<file path="config.mk">
export PLATFORM = sky130hd
export DESIGN_NAME = ecc_scrubber
export DESIGN_NICKNAME = d
export VERILOG_FILES = /design/src/rtl/ecc_scrubber.sv
export SDC_FILE = /design/constraint.sdc
export NUM_CORES = 1
export LEC_CHECK = 0
export ABC_AREA = 1
export CAP_MARGIN = 20
export CORE_MARGIN = 2
export CORE_UTILIZATION = 28
export CTS_BUF_LIST = sky130_fd_sc_hd__clkbuf_8 sky130_fd_sc_hd__clkbuf_16
export CTS_CLUSTER_DIAMETER = 150
export DETAILED_ROUTE_END_ITERATION = 10
export SYNTH_ARGS = -nofsm -noshare
export SYNTH_HDL_FRONTEND = slang
export SYNTH_SLANG_ARGS = --single-unit
export TNS_END_PERCENT = 10
</file>
<file path="constraint.sdc">
create_clock -name clk_i -period 6.6 [get_ports clk_i]
set_input_delay 1.65 -clock clk_i [delete_from_list [all_inputs] [get_ports clk_i]]
set_output_delay 1.65 -clock clk_i [all_outputs]
set_load 0.02 [all_outputs]
</file>
<file path="src/rtl/ecc_scrubber.sv">
// ecc_scrubber: background SECDED scrubber sharing one bank port with a primary requester
package ecc_pkg;

    // Hamming check bits r satisfy 2^r >= data + r + 1; one extra overall-parity bit on top
    function automatic int get_cw_width(input int dw);
        int r;
        r = 0;
        for (int i = 0; i < 32; i++)
            if ((1 << r) < dw + r + 1) r = r + 1;
        return dw + r + 1;
    endfunction

endpackage

module ecc_scrubber #(
    parameter  int DataWidth = 32,
    parameter  int BankSize  = 256,
    localparam int AddrW     = $clog2(BankSize),
    localparam int CwWidth   = ecc_pkg::get_cw_width(DataWidth)
) (
    input  logic               clk_i,
    input  logic               rst_ni,
    input  logic               scrub_trigger_i,
    output logic               bit_corrected_o,
    output logic               uncorrectable_o,
    output logic [AddrW-1:0]   scrub_addr_o,
    input  logic               intc_req_i,
    input  logic               intc_we_i,
    input  logic [AddrW-1:0]   intc_add_i,
    input  logic [CwWidth-1:0] intc_wdata_i,
    output logic [CwWidth-1:0] intc_rdata_o,
    output logic               bank_req_o,
    output logic               bank_we_o,
    output logic [AddrW-1:0]   bank_add_o,
    output logic [CwWidth-1:0] bank_wdata_o,
    input  logic [CwWidth-1:0] bank_rdata_i
);

    localparam int ParW = CwWidth - 1 - DataWidth;

    typedef enum logic [1:0] {IDLE, READ, WRITE} state_e;

    typedef struct packed {
        logic                 single;
        logic                 double_err;
        logic [DataWidth-1:0] data;
    } dec_t;

    // Codeword bit p-1 holds Hamming position p; check bits sit at powers of two,
    // the top bit is overall parity across the whole word.
    function automatic logic [CwWidth-1:0] ecc_encode(input logic [DataWidth-1:0] d);
        logic [CwWidth-1:0] c;
        int j;
        c = '0;
        j = 0;
        for (int p = 1; p < CwWidth; p++)
            if ((p & (p - 1)) != 0) begin
                c[p-1] = d[j];
                j++;
            end
        for (int k = 0; k < ParW; k++)
            for (int p = 1; p < CwWidth; p++)
                if (((p >> k) & 1) != 0) c[(1 << k) - 1] = c[(1 << k) - 1] ^ c[p-1];
        c[CwWidth-1] = ^c[CwWidth-2:0];
        return c;
    endfunction

    // Odd overall parity means one flipped bit (syndrome 0 = the parity bit itself);
    // even parity with a nonzero syndrome, or a syndrome off the end, is a double error.
    function automatic dec_t ecc_decode(input logic [CwWidth-1:0] cw);
        dec_t r;
        logic [CwWidth-1:0] c;
        int syn;
        int j;
        syn = 0;
        for (int p = 1; p < CwWidth; p++)
            if (cw[p-1]) syn = syn ^ p;
        c = cw;
        r.single = (^cw) && syn < CwWidth;
        r.double_err = syn != 0 && !r.single;
        if (r.single && syn != 0) c[syn-1] = ~c[syn-1];
        r.data = '0;
        j = 0;
        for (int p = 1; p < CwWidth; p++)
            if ((p & (p - 1)) != 0) begin
                r.data[j] = c[p-1];
                j++;
            end
        return r;
    endfunction

    state_e             state_q, state_d;
    logic [AddrW-1:0]   addr_q, addr_d;
    logic [CwWidth-1:0] cw_q, cw_d;
    logic [AddrW-1:0]   addr_inc;
    logic               collide;
    dec_t               dec;

    assign dec          = ecc_decode(bank_rdata_i);
    assign addr_inc     = addr_q == AddrW'(BankSize - 1) ? '0 : addr_q + 1'b1;
    assign collide      = intc_req_i && intc_we_i && intc_add_i == addr_q;
    assign scrub_addr_o = addr_q;
    assign intc_rdata_o = bank_rdata_i;

    // Next state, bank arbitration (primary always wins) and error pulses
    always_comb begin
        state_d         = state_q;
        addr_d          = addr_q;
        cw_d            = cw_q;
        bank_req_o      = intc_req_i;
        bank_we_o       = intc_we_i;
        bank_add_o      = intc_add_i;
        bank_wdata_o    = intc_wdata_i;
        bit_corrected_o = 1'b0;
        uncorrectable_o = 1'b0;
        case (state_q)
            IDLE: if (scrub_trigger_i && !intc_req_i) begin
                state_d = READ;
                if (rst_ni) begin
                    bank_req_o = 1'b1;
                    bank_we_o  = 1'b0;
                    bank_add_o = addr_q;
                end
            end
            READ: begin
                bit_corrected_o = dec.single;
                uncorrectable_o = dec.double_err;
                cw_d            = dec.single ? ecc_encode(dec.data) : cw_q;
                state_d         = dec.single && !collide ? WRITE : IDLE;
                addr_d          = dec.single && !collide ? addr_q : addr_inc;
            end
            WRITE: if (!intc_req_i) begin
                bank_req_o   = 1'b1;
                bank_we_o    = 1'b1;
                bank_add_o   = addr_q;
                bank_wdata_o = cw_q;
                state_d      = IDLE;
                addr_d       = addr_inc;
            end else if (collide) begin
                state_d = IDLE;
                addr_d  = addr_inc;
            end
            default: state_d = IDLE;
        endcase
    end

    // State, scrub pointer and pending write-back codeword
    always_ff @(posedge clk_i or negedge rst_ni) begin
        if (!rst_ni) begin
            state_q <= IDLE;
            addr_q  <= '0;
            cw_q    <= '0;
        end else begin
            state_q <= state_d;
            addr_q  <= addr_d;
            cw_q    <= cw_d;
        end
    end

endmodule

</file>
==> flow_summary.yaml <==
status:
  status: "complete, no violations"
detailed_routing:
  antenna_left: 0
  wire_per_inst_um: 14.2
  drc: 0
  dr.pass1.iters: 5
  vias_per_cell: 4.70
  drt_iter0_drc: 647
  vias: 8682
  drt_wl_total_um: 26200
worst_setup_path:
  startpoint_type: "input port"
  critPathBufInv: 5
  cp.arrival_ns: 4.70
  critPathRequiredTime_ns: 4.95
  cp_max_fo: 9
  crit_family: "buffers and inverters"
  crit_type: "input port to output pin"
  cp_common_cell: "nand2_1"
  endpoint_kind: "output pin"
  cp_slowest_cell: "clkdlybuf4s50_1"
  crit_chain: "clkdlybuf4s50_1, inv_2, nand2_1, nand2_1, nand3_1, nand2_1, nand2_1, nand2_1, inv_1, nand2_1, nand2_1, nand2_1, nand2_4, nand3_2, nor2_2, o21ai_2, nand2_2, nor2_1, buf_4, clkdlybuf4s50_1"
  slowest_delay_ns: 0.68
yosys:
  synth_cell_type_count: 46
  synthesis.nets: 1416
  synth-seq-area-share_pct: 17.0
  yosys_register_bits: 49
  syn-mean-instance-area_um2: 5.44
  synthFlopType: "dfrtp_1"
  synth_edf_count: 0
  async_reset_ff_share_pct: 100
  yosys_warnings: 0
  syn_area_um2: 7200
  synthCells: 1323
floorplan:
  initial_core_util_pct: 28.6
  die_area_um2: 27000
  row_count: 58
  io_pins: 189
  core_area_um2: 25200
  dieHeight_um: 164
  die_w_um: 164
min_path:
  hold_class: "register to register"
finish:
  design_area_um2: 9890
  layout_commonest_cell: "nand2_1"
  antenna_cells: 0
  nets: 1610
  layout-drive-gt1-share_pct: 12.5
  n_fill_cell: 2746
  mostFrequentLayoutCells: "nand2_1 (608), clkdlybuf4s50_1 (174), inv_1 (116)"
  synthToLayoutAreaGrowth_pct: 37.4
timing:
  fmax_ghz: 0.157
  final-hold-violation-count: 0
  holdWs_ns: 0.481
  setup_viol: 0
  tightest_slew_ns: 0.628
  fin_crit_sh_pct: 96.2
  period_needed_ns: 6.35
  fin_worst_skew_ns: 0.00606
  slew_headroom_pct: 58.1
  rsz0062_at_grt: "yes"
  drv_slew: 0
power:
  power_mw: 2.64
  p_int_mw: 1.30
  power.density_nw_per_um2: 267
  p_sw_share_pct: 50.9
  peakVddDrop_v: 0.000150
  pwr-share-clk_pct: 9.8
  p_leak_nw: 5.22
  power.share.combinational_pct: 70.5
  switching_power_mw: 1.34
  seq_power_share_pct: 19.7
clock_network:
  cts_buffer_depth: 2
  clk_pin_slew_ns: 0.07
  cts_made_buffers: 5
  hold_buffers: 0
  cts_sinks: 49
  root_buffer: "clkbuf_16"
  cts_tree: "built"
  htree_levels: 2
  worstSkewPairLatency_ns: 0.29
place:
  dpl.hpwl_um: 21900
  post_dp_cell_area_um2: 9510
  portBuffers: 188
  gp_congestion: 0.955
grt:
  grt_pass1_wl_um: 40300
  grtUsageTotal_pct: 18.9
  grt_max_degree: 72
  grt_pass1_vias: 7655
  overflow: 0
  antenna_found_initial: 0
job:
  drv_cap: 0
[area by class of cell]
type / count / area, um2 / area share [%]
multi-input cells: 1058 / 5140 / 51.9
flip-flops and latches: 49 / 1230 / 12.4
inverters: 148 / 556 / 5.62
clock inverters: 3 / 18.8 / 0.190
well taps: 330 / 413 / 4.17
clock buffers: 5 / 125 / 1.27
repair buffers: 255 / 2420 / 24.4
[through the flow]
stage / TNS, ns / worst slack [ns] / std cells / utilization [%]
finish: 0 / 0.249 / 1848 / 39.3
global route: -0.0372 / -0.0372 / 1848 / 39.3
CTS: 0 / 0.0244 / 1845 / 38.3
detailed placement: -0.0936 / -0.0615 / 1837 / 37.8
global placement: -0.147 / -0.0878 / 1837 / 37.8
floorplan: 0 / 1.22 / 1323 / -
[power by group through the flow]
| stage | logic (mW) | registers, mW | clock network (mW) |
|---|---|---|---|
| final | 1.86 | 0.520 | 0.257 |
| after floorplan | 1.17 | 0.524 | 0 |
| after global routing | 2.06 | 0.538 | 0.274 |
| after global placement | 1.74 | 0.520 | 0 |
| after CTS | 1.76 | 0.520 | 0.265 |
| after detailed placement | 1.75 | 0.525 | 0 |
[what timing repair did]
item,4_1_cts,5_1_grt
pin swaps,0,1
endpoints found under the setup margin,2,3
buffers inserted,0,3
gates resized for setup,1,60
[flip-flops by register name, indices dropped and copies added, names as in the netlist]
name	flops
scrub_addr_o	8
cw_q	39
state_q	2
[routing by layer]
metal / up-vias / share of wire (%) / wire (um) / global-route usage (%)
li1: 4462 / - / - / -
met1: 3839 / 47 / 12400 / 27.0
met2: 355 / 42 / 11100 / 29.6
met3: 26 / 8.4 / 2200 / 2.73
met4: 0 / 2.1 / 552 / 5.10
met5: - / 0 / 0 / 0
[worst paths after layout]
check	start	slack, ns	to	cells after the start
worst max-delay path	bank_rdata_i[34]	0.25	bit_corrected_o	20
worst min register to register	state_q[0]	0.48	state_q[0]	1
worst max register to register	scrub_addr_o[3]	4.01	scrub_addr_o[7]	15
worst min-delay path	state_q[0]	0.48	state_q[0]	1
max in group asynchronous	rst_ni	4.60	cw_q[2]	2
min in group asynchronous	rst_ni	1.56	cw_q[35]	2
[cells by family (layout without fill, tap and decap cells)]
kind of cell / after synthesis / in the layout / share of synthesized area (%)
compound gates: 121 / 121 / 9.51
xor+xnor: 63 / 63 / 8.19
fa+ha+maj: 2 / 2 / 0.348
buf+inv: 216 / 411 / 14.1
flops: 49 / 49 / 17.0
mux: 1 / 1 / 0.156
simple gates: 871 / 871 / 50.6
[synthesized netlist by cell type (all sizes together) (3+ instances only)]
cell    number  share of area (%)
xnor2       35                4.5
buf         53                5.6
clkinv       7               0.37
xor2        28                3.7
nand4        9               0.78
or2          3               0.26
o21ai       84                6.2
nand2      637                 34
nand3      105                8.0
dfrtp       49                 17
nand3b       8               0.83
a21oi       24                1.9
a21boi       4               0.52
clkbuf      15               0.78
o22ai        3               0.26
inv        141                7.4
nor2        98                5.6
nor3         7               0.64
(Power assumes the default switching activity.)
